`src/rtl/div_unit.sv`:
```
// Iterative radix-2 restoring divider for RV32M DIV/DIVU/REM/REMU with a valid/ready write-back port.
// Optional build macro DIV_EARLY_OUT_EN skips leading-zero dividend bits on entry to CALC.
module div_unit #(
    parameter int DATA_WIDTH = 32,
    parameter int REG_WIDTH  = 5
) (
    input  logic                  clk,
    input  logic                  rst,
    input  logic                  wb_do_branch,
    input  logic                  ix_div_valid,
    input  logic [1:0]            ix_div_div_control,
    input  logic [REG_WIDTH-1:0]  ix_div_rd,
    input  logic [DATA_WIDTH-1:0] ix_div_rs1,
    input  logic [DATA_WIDTH-1:0] ix_div_rs2,
    output logic                  div_wb_valid,
    input  logic                  div_wb_ready,
    output logic [REG_WIDTH-1:0]  div_wb_rd,
    output logic [DATA_WIDTH-1:0] div_wb_result,
    output logic                  div_ix_done,
    output logic                  div_busy
);
    localparam int W  = DATA_WIDTH;
    localparam int CW = $clog2(DATA_WIDTH);

    typedef enum logic [1:0] {IDLE, CALC, FIXUP, RESULT} state_t;

    state_t                state_q, state_d;
    logic [CW-1:0]         count_q, count_d;
    logic [W-1:0]          rem_q, rem_d;
    logic [W-1:0]          quo_q, quo_d;
    logic [W-1:0]          dvs_q, dvs_d;
    logic                  q_neg_q, q_neg_d;
    logic                  r_neg_q, r_neg_d;
    logic                  sel_rem_q, sel_rem_d;
    logic                  wb_valid_q, wb_valid_d;
    logic [REG_WIDTH-1:0]  wb_rd_q, wb_rd_d;
    logic [W-1:0]          wb_result_q, wb_result_d;
    logic                  done_q, done_d;
    logic                  busy_q, busy_d;

    logic                  signed_op, a_neg, b_neg, div_zero, ovf;
    logic [W-1:0]          a_mag, b_mag, q_fix, r_fix;
    logic [W:0]            shift_in, diff;

`ifdef DIV_EARLY_OUT_EN
    logic [CW:0]           lz;

    function automatic logic [CW:0] clz(input logic [W-1:0] v);
        logic [CW:0] n;
        n = (CW+1)'(W);
        for (int i = 0; i < W; i++)
            if (v[i]) n = (CW+1)'(W - 1 - i);
        return n;
    endfunction

    assign lz = clz(a_mag);
`endif

    always_comb begin
        signed_op = ~ix_div_div_control[0];
        a_neg     = signed_op & ix_div_rs1[W-1];
        b_neg     = signed_op & ix_div_rs2[W-1];
        a_mag     = a_neg ? -ix_div_rs1 : ix_div_rs1;
        b_mag     = b_neg ? -ix_div_rs2 : ix_div_rs2;
        div_zero  = (ix_div_rs2 == '0);
        ovf       = signed_op && (ix_div_rs1 == {1'b1, {(W-1){1'b0}}}) && (ix_div_rs2 == '1);
        // Remainder never reaches the divisor, so the shifted value fits in W+1 bits.
        shift_in  = {rem_q, quo_q[W-1]};
        diff      = shift_in - {1'b0, dvs_q};
        q_fix     = q_neg_q ? -quo_q : quo_q;
        r_fix     = r_neg_q ? -rem_q : rem_q;
    end

    always_comb begin
        state_d     = state_q;
        count_d     = count_q;
        rem_d       = rem_q;
        quo_d       = quo_q;
        dvs_d       = dvs_q;
        q_neg_d     = q_neg_q;
        r_neg_d     = r_neg_q;
        sel_rem_d   = sel_rem_q;
        wb_valid_d  = wb_valid_q;
        wb_rd_d     = wb_rd_q;
        wb_result_d = wb_result_q;
        done_d      = 1'b0;

        case (state_q)
            IDLE: begin
                // The done-pulse cycle still belongs to the retiring op; new issue waits a cycle.
                if (ix_div_valid && !done_q && !wb_do_branch) begin
                    wb_rd_d   = ix_div_rd;
                    sel_rem_d = ix_div_div_control[1];
                    q_neg_d   = a_neg ^ b_neg;
                    r_neg_d   = a_neg;
                    if (div_zero) begin
                        wb_result_d = ix_div_div_control[1] ? ix_div_rs1 : '1;
                        wb_valid_d  = 1'b1;
                        state_d     = RESULT;
                    end else if (ovf) begin
                        wb_result_d = ix_div_div_control[1] ? '0 : ix_div_rs1;
                        wb_valid_d  = 1'b1;
                        state_d     = RESULT;
                    end else begin
                        rem_d   = '0;
                        dvs_d   = b_mag;
`ifdef DIV_EARLY_OUT_EN
                        quo_d   = a_mag << lz;
                        count_d = CW'(W - 1) - lz[CW-1:0];
                        state_d = (a_mag == '0) ? FIXUP : CALC;
`else
                        quo_d   = a_mag;
                        count_d = CW'(W - 1);
                        state_d = CALC;
`endif
                    end
                end
            end
            CALC: begin
                rem_d = diff[W] ? shift_in[W-1:0] : diff[W-1:0];
                quo_d = {quo_q[W-2:0], ~diff[W]};
                if (count_q == '0) state_d = FIXUP;
                else               count_d = count_q - 1'b1;
            end
            FIXUP: begin
                wb_result_d = sel_rem_q ? r_fix : q_fix;
                wb_valid_d  = 1'b1;
                state_d     = RESULT;
            end
            RESULT: begin
                if (div_wb_ready) begin
                    wb_valid_d = 1'b0;
                    done_d     = 1'b1;
                    state_d    = IDLE;
                end
            end
            default: state_d = IDLE;
        endcase

        // A flush beats everything, including a same-cycle WB handshake.
        if (wb_do_branch) begin
            state_d    = IDLE;
            wb_valid_d = 1'b0;
            done_d     = 1'b0;
        end

        busy_d = (state_d != IDLE);
    end

    always_ff @(posedge clk) begin
        if (!rst) begin
            state_q     <= IDLE;
            count_q     <= '0;
            rem_q       <= '0;
            quo_q       <= '0;
            dvs_q       <= '0;
            q_neg_q     <= 1'b0;
            r_neg_q     <= 1'b0;
            sel_rem_q   <= 1'b0;
            wb_valid_q  <= 1'b0;
            wb_rd_q     <= '0;
            wb_result_q <= '0;
            done_q      <= 1'b0;
            busy_q      <= 1'b0;
        end else begin
            state_q     <= state_d;
            count_q     <= count_d;
            rem_q       <= rem_d;
            quo_q       <= quo_d;
            dvs_q       <= dvs_d;
            q_neg_q     <= q_neg_d;
            r_neg_q     <= r_neg_d;
            sel_rem_q   <= sel_rem_d;
            wb_valid_q  <= wb_valid_d;
            wb_rd_q     <= wb_rd_d;
            wb_result_q <= wb_result_d;
            done_q      <= done_d;
            busy_q      <= busy_d;
        end
    end

    assign div_wb_valid  = wb_valid_q;
    assign div_wb_rd     = wb_rd_q;
    assign div_wb_result = wb_result_q;
    assign div_ix_done   = done_q;
    assign div_busy      = busy_q;

`ifndef SYNTHESIS
    always_ff @(posedge clk) begin
        if (rst)
            assert (!(busy_q && ix_div_valid))
            else $error("div_unit: ix_div_valid asserted while busy");
    end
`endif

endmodule

```
`config.mk`:
```
export PLATFORM = sky130hd
export DESIGN_NAME = div_unit
export DESIGN_NICKNAME = d
export VERILOG_FILES = /design/src/rtl/div_unit.sv
export SDC_FILE = /design/constraint.sdc
export NUM_CORES = 1
export LEC_CHECK = 0
export CAP_MARGIN = 25
export CORE_AREA = 2 2 163 205
export CTS_CLUSTER_DIAMETER = 40
export DETAILED_ROUTE_END_ITERATION = 10
export DIE_AREA = 0 0 165 207
export PLACE_DENSITY = 0.62
export SYNTH_ARGS = -nofsm -noshare
export SYNTH_HDL_FRONTEND = slang
export SYNTH_SLANG_ARGS = --single-unit
```
`constraint.sdc`:
```
create_clock -name clk -period 5 [get_ports clk]
set_clock_uncertainty 0.2 [all_clocks]
set_input_delay 1 -clock clk [delete_from_list [all_inputs] [get_ports clk]]
set_output_delay 1 -clock clk [all_outputs]
set_load 0.03 [all_outputs]
```
==> flow_metrics.env <==
export IMPL_grt_pass1_wl_mm=55.7
export IMPL_seqPwrFrac_pct=38.1
export IMPL_synth_fp_nets=1621
export IMPL_synth_area_sq_um=11100
export IMPL_initial_core_util_pct=34.3
export IMPL_cpMostUsedCell="nand2_1"
export IMPL_utilization_pct=41.3
export IMPL_async_flop_share_pct=0
export IMPL_gr_total_overflow=0
export IMPL_avgSynthCellArea_sq_um=7.37
export IMPL_crit_path_max_incr_delay_ps=620
export IMPL_start_kind="input pin"
export IMPL_rows=74
export IMPL_drc=0
export IMPL_cts_tree="yes"
export IMPL_crit_slowest_cell="or4b_2"
export IMPL_yosysUniqueCellTypes=68
export IMPL_path_class="in -> reg"
export IMPL_gp_congestion=0.934
export IMPL_ant_nets=0
export IMPL_die_h_um=207
export IMPL_synthFlopType="dfxtp_1"
export IMPL_path_max_fanout=14
export IMPL_ios=116
export IMPL_cts_root_buf="clkbuf_16"
export IMPL_status="finished clean"
export IMPL_worstPathCellList="clkdlybuf4s50_1 > inv_1 > ha_1 > or4b_2 > nor2_1 > nand4_1 > o21bai_1 > nand2_1 > a21o_1 > nor3_1 > nand2_1 > o21ai_0"
export IMPL_via_per_inst=5.54
export IMPL_pre_cts_ws_ps=190
export IMPL_grt_usage_pct=20.2
export IMPL_worst_slew_pin_slew_ps=924
export IMPL_worstPathArrival_ps=4580
export IMPL_cp_num_buf_inv=2
export IMPL_fin_area_sq_um=13400
export IMPL_drive_gt1_share_pct=5.73
export IMPL_antenna_found_initial=0
export IMPL_finalSetupViolCount=0
export IMPL_p_comb_share_pct=22.8
export IMPL_cts_hold_buf=0
export IMPL_fp_dieArea_sq_um=34200
export IMPL_crit_family="simple AND/OR/NAND/NOR gates"
export IMPL_drv_slew=0
export IMPL_post_cts_buffers=0
export IMPL_powerDensity_nw_per_um2=252
export IMPL_drv_cap=0
export IMPL_rsz0062_at_grt="false"
export IMPL_htreeDepth=4
export IMPL_clk_latency_ps=440
export IMPL_reg2reg_slack_ps=910
export IMPL_switchingPower_mw=1.03
export IMPL_area_growth_syn_to_layout_pct=20.4
export IMPL_setup_slack_ps=592
export IMPL_die_x_um=165
export IMPL_relSlewSlack_pct=38.3
export IMPL_hold_viol_final=0
export IMPL_grt_max_degree=65
export IMPL_dp_cells=1976
export IMPL_yosysWarnings=0
export IMPL_swShare_pct=30.5
export IMPL_yosysSeqAreaShare_pct=26.3
export IMPL_stdcell_count=2007
export IMPL_fin_crit_ps=4410
export IMPL_core_sq_um=32300
export IMPL_drt_iter0_drc=850
export IMPL_post_route_period_util_pct=88.2
export IMPL_cts_buffer_depth=2
export IMPL_end_kind="flop"
export IMPL_dp_hpwl_mm=25.9
export IMPL_power_frac_clock_pct=39.1
export IMPL_diodes=0
export IMPL_peakVddDrop_v=0.000224
export IMPL_clock_sinks=146
export IMPL_nets=1693
export IMPL_cp_data_required_time_ps=5170
export IMPL_grt_pass1_vias=10525
export IMPL_setup_tns_ps=0
export IMPL_hold_path_class="reg -> reg"
export IMPL_synth_edf_count=0
export IMPL_cts_buffers=17
export IMPL_wl_per_cell_um=17.1
export IMPL_cts_repair_resize_count=0
export IMPL_port_buffers=115
export IMPL_netlist_instances=1505
export IMPL_drt_total_wl_mm=34.4
export IMPL_max_freq_mhz=227
export IMPL_intPower_mw=2.34
export IMPL_synth_seq_cells=146
export IMPL_power_mw=3.37
export IMPL_fin_hold_ws_ps=284
export IMPL_vias=11110
export IMPL_path_clk_slew_ps=60
export IMPL_p_leak_nw=4.77
export IMPL_firstDrtPassIters=5
export IMPL_nFillCells=3303
export IMPL_dpl_cell_area_sq_um=12800
[layout by cell type, fill, tap and decap left out, types with 33 or more instances in the layout]
cell and instances:
nand2_1 202, nor2_1 147, dfxtp_1 146, clkdlybuf4s50_1 115
a21oi_1 105, o21ai_0 84, xnor2_1 80, o211ai_1 74
xor2_1 62, a211oi_1 56, inv_1 55, nand4_1 39
ha_1 39, buf_4 33
[cell families after synthesis]
family | count (synthesis) | synth area share (%)
and+or+nand+nor | 539 | 22.7
adders and majority gates | 69 | 7.19
xor gates and xnor gates | 142 | 11.2
muxes | 8 | 0.722
DFF | 146 | 26.3
AOI/OAI and AO/OA | 442 | 26.4
buffers and inverters | 159 | 5.48
[state kept, by name, summed over array words and instances, names as in the netlist, 2 cells and up]
register       cells
dvs_q             32
state_q            2
rem_q             32
count_q            5
div_wb_rd          5
quo_q             32
div_wb_result     32
[worst paths after layout]
| path | cells past startpoint | endpoint | startpoint |
|---|---|---|---|
| min | 2 | div_wb_result[14] | div_wb_result[14] |
| min reg2reg | 2 | div_wb_result[14] | div_wb_result[14] |
| max reg2reg | 13 | rem_q[2] | quo_q[31] |
| max | 12 | div_wb_result[17] | ix_div_rs1[0] |
[per-layer routing]
layer | track usage (%) | part of all wire (%) | vias up
met4 | 7.29 | 2.8 | 0
li1 | - | - | 5609
met3 | 2.58 | 4.4 | 59
met2 | 32.9 | 46 | 311
met1 | 27.2 | 46 | 5131
met5 | 0 | 0 | -
[cell usage after synthesis, drive strengths merged (17+ instances only)]
master / number / area share [%]
buf: 19 / 0.74
nand3: 22 / 0.99
a21oi: 106 / 4.8
inv: 57 / 1.9
o211ai: 74 / 5.0
nand4: 39 / 2.2
xnor2: 80 / 6.3
o21ai: 86 / 3.9
o41ai: 18 / 1.6
xor2: 62 / 4.9
clkbuf: 81 / 2.7
o31ai: 27 / 1.8
nor3: 29 / 1.4
a211oi: 56 / 3.8
maj3: 29 / 2.6
nor2: 148 / 5.0
dfxtp: 146 / 26
ha: 39 / 4.4
nand2b: 17 / 0.96
nand2: 203 / 6.9
[worst register-to-register path: stages (launching register included)]
cell and delay (ps):
dfxtp_1 460, inv_1 120, ha_1 240, fa_1 400, nand2b_1 180, a21o_1 210
a211oi_1 330, o21ai_0 250, a21oi_1 350, o2111a_1 340, o21ai_2 190, and2_1 190
buf_4 240, o311ai_0 300
[area by class of cell]
type	instances	area, sq um	area share (%)
Clock inverter	9	104	0.777
Multi-Input combinational cell	1200	7600	56.9
Clock buffer	22	494	3.70
Inverter	59	221	1.66
Sequential cell	146	2920	21.9
Timing Repair Buffer	153	1500	11.2
Tap cell	418	523	3.91
[power by group through the flow]
stage | Sequential (mW) | Combinational [mW] | Clock (mW)
after floorplan | 1.29 | 0.518 | 0
after global routing | 1.29 | 0.853 | 1.38
final | 1.28 | 0.770 | 1.32
after CTS | 1.28 | 0.769 | 1.34
after detailed placement | 1.31 | 0.764 | 0
after global placement | 1.31 | 0.761 | 0
Power figures use the tool's default switching activity.
